**config.mk**
```make
export PLATFORM = sky130hd
export DESIGN_NAME = bidir_shift_ctrl
export DESIGN_NICKNAME = d
export VERILOG_FILES = /design/src/rtl/bidir_shift_ctrl.sv
export SDC_FILE = /design/constraint.sdc
export NUM_CORES = 1
export LEC_CHECK = 0
export BUFFER_PORTS_ARGS = -buffer_cell sky130_fd_sc_hd__buf_2
export CORE_MARGIN = 3
export CORE_UTILIZATION = 30
export CTS_CLUSTER_DIAMETER = 120
export CTS_CLUSTER_SIZE = 40
export DETAILED_ROUTE_END_ITERATION = 7
export GPL_TIMING_DRIVEN = 1
export SLEW_MARGIN = 20
export SYNTH_ARGS = -nofsm -noshare
export SYNTH_HDL_FRONTEND = slang
export SYNTH_SLANG_ARGS = --single-unit
```
**constraint.sdc**
```tcl
create_clock -name clk -period 2.6 [get_ports clk]
set_input_delay 0.13 -clock clk [delete_from_list [all_inputs] [get_ports clk]]
set_output_delay 0.13 -clock clk [all_outputs]
set_load 0.02 [all_outputs]
```
**src/rtl/bidir_shift_ctrl.sv**
```systemverilog
// bidir_shift_ctrl
//   Command sequencer for a bidirectional shift datapath. A command loads a
//   working register and a shift count. The register is then shifted one bit
//   per cycle, left or right, with a serial-in fill bit. The result is
//   returned on a valid/ready response port. The shl/shr strobes mark every
//   cycle in which a shift is actually applied.
//
//   Optional feature: define SHIFT_ROTATE_EN to honour cmd_rot. When it is
//   defined, a rotate command re-inserts the bit that was shifted out instead
//   of the fill bit. When it is undefined, cmd_rot is ignored.
//
// Ports
//   clk, rst_n              clock (rising edge), asynchronous active-low reset
//   clear                   synchronous abort: drops any command, zeroes data
//   cmd_valid / cmd_ready   command handshake (ready only while idle)
//   cmd_data                value loaded into the working register
//   cmd_dir                 0 = left (toward MSB), 1 = right
//   cmd_count               number of single-bit shifts
//   cmd_fill                serial-in bit for the vacated end
//   cmd_rot                 rotate request
//   rsp_valid / rsp_ready   response handshake; rsp_data is the register
//   busy                    controller not idle
//   shl / shr               shift strobes
//   clr                     clear delayed by one cycle
module bidir_shift_ctrl #(
    parameter int WIDTH = 4,
    parameter int CNT_W = 3
) (
    input  logic             clk,
    input  logic             rst_n,
    input  logic             clear,
    input  logic             cmd_valid,
    output logic             cmd_ready,
    input  logic [WIDTH-1:0] cmd_data,
    input  logic             cmd_dir,
    input  logic [CNT_W-1:0] cmd_count,
    input  logic             cmd_fill,
    input  logic             cmd_rot,
    output logic             rsp_valid,
    input  logic             rsp_ready,
    output logic [WIDTH-1:0] rsp_data,
    output logic             busy,
    output logic             shl,
    output logic             shr,
    output logic             clr
);

    typedef enum logic [1:0] {
        IDLE  = 2'd0,
        SHIFT = 2'd1,
        DONE  = 2'd2
    } state_t;

    state_t           state_q, state_d;
    logic [WIDTH-1:0] data_q, data_d;
    logic [CNT_W-1:0] cnt_q, cnt_d;
    logic             dir_q, dir_d;
    logic             fill_q, fill_d;
    logic             clr_q;
    logic             ins_bit;

    function automatic logic [WIDTH-1:0] shift_step(
        input logic [WIDTH-1:0] d,
        input logic             dir,
        input logic             ins
    );
        if (dir)
            return {ins, d[WIDTH-1:1]};
        else
            return {d[WIDTH-2:0], ins};
    endfunction

`ifdef SHIFT_ROTATE_EN
    logic rot_q, rot_d;

    // A rotate feeds the outgoing bit back in at the opposite end.
    always_comb begin
        if (rot_q)
            ins_bit = dir_q ? data_q[0] : data_q[WIDTH-1];
        else
            ins_bit = fill_q;
    end
`else
    logic unused_rot;
    assign unused_rot = cmd_rot;
    assign ins_bit    = fill_q;
`endif

    always_comb begin
        state_d = state_q;
        data_d  = data_q;
        cnt_d   = cnt_q;
        dir_d   = dir_q;
        fill_d  = fill_q;
`ifdef SHIFT_ROTATE_EN
        rot_d   = rot_q;
`endif
        shl     = 1'b0;
        shr     = 1'b0;

        // Clear wins over everything, so no shift (and no strobe) happens in
        // a cycle where it is asserted.
        if (clear) begin
            state_d = IDLE;
            data_d  = '0;
            cnt_d   = '0;
        end else begin
            case (state_q)
                IDLE: begin
                    if (cmd_valid) begin
                        data_d  = cmd_data;
                        cnt_d   = cmd_count;
                        dir_d   = cmd_dir;
                        fill_d  = cmd_fill;
`ifdef SHIFT_ROTATE_EN
                        rot_d   = cmd_rot;
`endif
                        state_d = SHIFT;
                    end
                end
                SHIFT: begin
                    if (cnt_q != '0) begin
                        data_d = shift_step(data_q, dir_q, ins_bit);
                        cnt_d  = cnt_q - CNT_W'(1);
                        shl    = ~dir_q;
                        shr    = dir_q;
                    end else begin
                        state_d = DONE;
                    end
                end
                DONE: begin
                    if (rsp_ready)
                        state_d = IDLE;
                end
                default: state_d = IDLE;
            endcase
        end
    end

    always_ff @(posedge clk or negedge rst_n) begin
        if (!rst_n) begin
            state_q <= IDLE;
            data_q  <= '0;
            cnt_q   <= '0;
            dir_q   <= 1'b0;
            fill_q  <= 1'b0;
`ifdef SHIFT_ROTATE_EN
            rot_q   <= 1'b0;
`endif
            clr_q   <= 1'b0;
        end else begin
            state_q <= state_d;
            data_q  <= data_d;
            cnt_q   <= cnt_d;
            dir_q   <= dir_d;
            fill_q  <= fill_d;
`ifdef SHIFT_ROTATE_EN
            rot_q   <= rot_d;
`endif
            clr_q   <= clear;
        end
    end

    assign cmd_ready = (state_q == IDLE);
    assign rsp_valid = (state_q == DONE);
    assign busy      = (state_q != IDLE);
    assign rsp_data  = data_q;
    assign clr       = clr_q;

endmodule

```
=== After elaboration in Yosys (flattened, before gate mapping) ===
Index checks and enable logic that the tools add are counted.

* Flip-flop bits (word level): 12
* Word-level logic and storage cells: 42
* Memory bits (writable): 0
* Memories kept: 0
* Output and inout bits: 10
* Memory bits (read-only): 0
* Latch bits: 0

* Equality and inequality tests: 6
* Multiply operators: 0
* Add/sub/neg operators: 1
* Magnitude comparators: 0
* Div/mod/pow operators: 0
* Bitwise gates (word level): 2
* Shifts and indexed selects: 0
* Mux-type cells: 20
* Reductions and logical operators: 7

{| class="wikitable"
|+ Operators with widths
! operator !! number
|-
| $mux 4 || 4
|-
| $mux 3 || 3
|-
| $ne 3x3->1 const B || 3
|-
| $reduce_and 3->1 || 3
|-
| $mux 2 || 4
|-
| $pmux 4 s2 || 1
|-
| $mux 1 || 6
|-
| $pmux 2 s3 || 1
|-
| $pmux 3 s2 || 1
|-
| $reduce_bool 3->1 || 2
|-
| $ne 3x2->1 const B || 1
|-
| $sub 3x1->3 const B || 1
|-
| $eq 2x1->1 const B || 1
|-
| $eq 2x2->1 const B || 1
|-
| $logic_not 2->1 || 1
|-
| $not 1->1 || 2
|-
| $reduce_bool 2->1 || 1
|}

=== Longest topological paths before layout ===
* Word-level depth: 4
* Depth in mapped cells: 7
* Depth with buffers taken out: 7

=== Least setup slack after synthesis ===
OpenSTA, ideal clock, no wires.

* Path type: reg2out
* Start point: register cnt_q[0]
* End point: output shr
* Cell stages (with the launch flop): 5
* Data arrival time: 1.535 ns
* Buffers on the path: 0
* Path slack: 0.935 ns
* Data required time: 2.470 ns
* Cell sequence: dfrtp_1 -> inv_1 -> ha_1 -> ha_1 -> nor4b_1

* Cells in the longest elaborated chain, start to end: 4

{| class="wikitable"
|+ Ends and longest elaborated chain
! element !! line !! RTL
|-
| from (decl) || 56 || <nowiki>logic [CNT_W-1:0] cnt_q, cnt_d;</nowiki>
|-
| from (signal assigned) || 154 || <nowiki>cnt_q <= cnt_d;</nowiki>
|-
| $reduce_bool 3->1 || 122 || <nowiki>if (cnt_q != '0) begin</nowiki>
|-
| $mux 1 || 122 ||
|-
| $mux 1 || 108 || <nowiki>case (state_q)</nowiki>
|-
| $mux 1 || 103 || <nowiki>if (clear) begin</nowiki>
|-
| to (decl) || 44 || <nowiki>output logic shr,</nowiki>
|}

Every way passes these cells.

=== Worst setup path in the final report ===
* Start point: register cnt_q[0]
* End point: register data_q[1] (netlist: rsp_data[1])

* Cells in the longest elaborated chain, start to end: 3

{| class="wikitable"
|+ Ends and longest elaborated chain
! element !! line !! RTL
|-
| $reduce_bool 3->1 || 122 ||
|-
| $ne 3x3->1 (no source line) || n/a ||
|-
| $reduce_and 3->1 (no source line) || n/a ||
|-
| to (signal assigned) || 153 || <nowiki>data_q <= data_d;</nowiki>
|-
| to (decl) || 55 || <nowiki>logic [WIDTH-1:0] data_q, data_d;</nowiki>
|}

Every way passes these cells.
A chain may end at the register's enable or synchronous reset.

==> metrics.txt <==
floorplan core area=2080 µm²; register area share after synthesis=0.428; Initial Utilization=0.337; post-route ant nets=0; vias in the first global route=477; DIE WIDTH=54.4 µm; Yosys reg bits=12; Clock Skew=0.00625 ns; WS Path Type=flop to flop; VDD IR max=294 µV; row cnt=16; CP max stage delay=0.35 ns; RSZ-0062 raised after global routing=no; Synth Instances=65; first-pass GRT wire length=2.24 mm; worst-path cell chain=inv_1 > ha_1 > ha_1 > nand2b_1 > a21oi_2 > nor2_4 > mux2_1; maximum clock frequency=0.554 GHz; Nets=108; Die Height=54.4 µm; grt ovf=0; post-DP HPWL=1.11 mm; non-filler instance count after layout=116; Post-Place Cells=112; Initial DRT Pass Iterations=4; P_leak=0.430 nW; crit-path most repeated cell=ha_1; final hold violations=0; Tot GR Track Use=0.113; IO buf count=23; pre-CTS WS=0.794 ns; cell taking the most area after synthesis=dfrtp_1; crit share post-route=0.694; largest net degree at the start of global routing=15; io pins=25; Total Power=0.552 mW; routed len/inst=12.8 µm; Gates resized, CTS repair=0; Vias/cell=4.84; fillers=216; die area=2960 µm²; final worst slack=0.795 ns; Avg Cell Area, Syn=10.8 µm²; routed wire length=1.48 mm; fin crit period=1.81 ns; setup TNS=0 ns; cell area after synthesis=702 µm²; setup bufs post-CTS=0; startpoint types=flop; CP arrival=1.96 ns; DRC errors left=0; Sink Count=12; RD Place Congestion=0.727; HP Class=input port to flop; Crit Path Max Fanout=6; TritonCTS clock tree=done; status=finished clean; syn nets=82; total of max-cap violations=0; H-Tree Depth=1; Max-slew headroom=0.794; leading post-synthesis cells by cell area=dfrtp_1 43%, mux2_1 9.6%, mux2i_1 7.1%; Root Buffer=clkbuf_4; clock slew seen by the registers of the worst setup and hold paths=0.07 ns; post-synth top area share=0.428; layout cell share with drive strength beyond 1=0.360; Worst Max-Slew Pin Slew=0.308 ns; Setup violations, final=0; Max Buffers Root-to-Sink=2; Inserted Clock Buffers=3; Final Max Tran Viols=0; DRT iter0 DRCs=10; Crit-path slowest cell=dfrtp_1; antenna diode count=0; latest clock arrival within the worst-skew pair=0.27 ns; synth warn=0; library cells used by synthesis=27; synthesis-to-layout area growth=23.0%; Worst Setup End Kind=flop; WP data required=2.75 ns; PwrDens=640 nW/µm²; routed vias=561; initial antenna violation count=0
==> cell usage in the layout (no fill, tap or decap), types with 2 or more instances in the layout <==
cell,instances
a211oi_1,4
a21oi_1,2
buf_2,23
clkbuf_4,3
dfrtp_1,12
ha_1,2
inv_1,5
mux2_1,6
mux2i_1,5
nand2b_1,5
nor2_1,6
==> worst max-delay path: cells and delay by family, from the launching register on <==
kind,cells,cell delay [ns]
simple gates,2,0.27
mux,1,0.32
flops,1,0.35
compound gates,1,0.25
fa+ha+maj,2,0.43
buf+inv,1,0.06
==> metrics by stage <==
step | instance area, µm² | util | hold WS (ns)
finish | 863 | 0.415 | 0.0831
global placement | 831 | 0.399 | 0.0260
CTS | 863 | 0.415 | 0.0813
global route | 863 | 0.415 | 0.0880
detailed placement | 831 | 0.399 | 0.0246
floorplan | 702 | - | -0.166
==> cells by family (layout without fill, tap and decap cells) <==
| family | Yosys count | after routing | synth area share |
|---|---|---|---|
| AO/OA/AOI/OAI | 11 | 11 | 0.112 |
| adder cells (fa/ha/maj) | 2 | 2 | 0.0356 |
| buffers and inverters | 8 | 32 | 0.0552 |
| flip-flops | 12 | 12 | 0.428 |
| multiplexers | 12 | 12 | 0.189 |
| AND/OR/NAND/NOR | 20 | 20 | 0.180 |
==> path summary, 6_finish.rpt <==
check | startpoint | endpoint | slack, ns | depth (start not counted)
min reg2reg | cnt_q[2] | cnt_q[2] | 0.49 | 1
min in group asynchronous | rst_n | rsp_data[3] | 0.26 | 2
max in group asynchronous | rst_n | fill_q | 2.13 | 2
max | cnt_q[0] | rsp_data[1] | 0.79 | 7
max reg2reg | cnt_q[0] | rsp_data[1] | 0.79 | 7
min | cmd_dir | dir_q | 0.08 | 2
==> report_power, final <==
| part | switching, mW | total, mW | internal [mW] |
|---|---|---|---|
| clock | 0.0594 | 0.113 | 0.0536 |
| sequential | 0.0331 | 0.250 | 0.217 |
| combinational | 0.100 | 0.189 | 0.0889 |
==> synthesized netlist by cell type, drive strengths merged <==
| cell | number |
|---|---|
| a211o | 1 |
| a211oi | 4 |
| a21oi | 3 |
| a22oi | 1 |
| a31o | 1 |
| and2b | 2 |
| buf | 1 |
| clkbuf | 2 |
| dfrtp | 12 |
| ha | 2 |
| inv | 5 |
| mux2 | 7 |
| mux2i | 5 |
| nand2 | 1 |
| nand2b | 5 |
| nor2 | 7 |
| nor2b | 1 |
| nor3b | 1 |
| nor4 | 1 |
| nor4b | 1 |
| o21ai | 1 |
| or2 | 1 |
==> timing repair <==
item | 4_1_cts | 5_1_grt
endpoints found under the setup margin | 0 | 0
hold buffers | 1 | 0
endpoints found under the hold margin | 12 | 0
==> routing by layer <==
layer | global-route usage | routed length (µm) | vias to the layer above
li1 | - | - | 275
met1 | 0.157 | 719 | 260
met2 | 0.147 | 632 | 22
met3 | 0.0245 | 94 | 4
met4 | 0.0871 | 37 | 0
met5 | 0 | 0 | -
==> state kept, by name, indices dropped and copies added, names as in the netlist <==
register / flops
fill_q: 1
cnt_q: 3
state_q: 2
clr: 1
rsp_data: 4
dir_q: 1
==> area by class of cell <==
type                    instances  area [µm²]  area share
inverters                       5        18.8      0.0217
flip-flops and latches         12         300       0.348
well taps                      27        33.8      0.0391
multi-input cells              45         363       0.420
clock buffers                   3        22.5      0.0261
repair buffers                 24         125       0.145
Note: power is estimated with default switching activity, not from simulation.
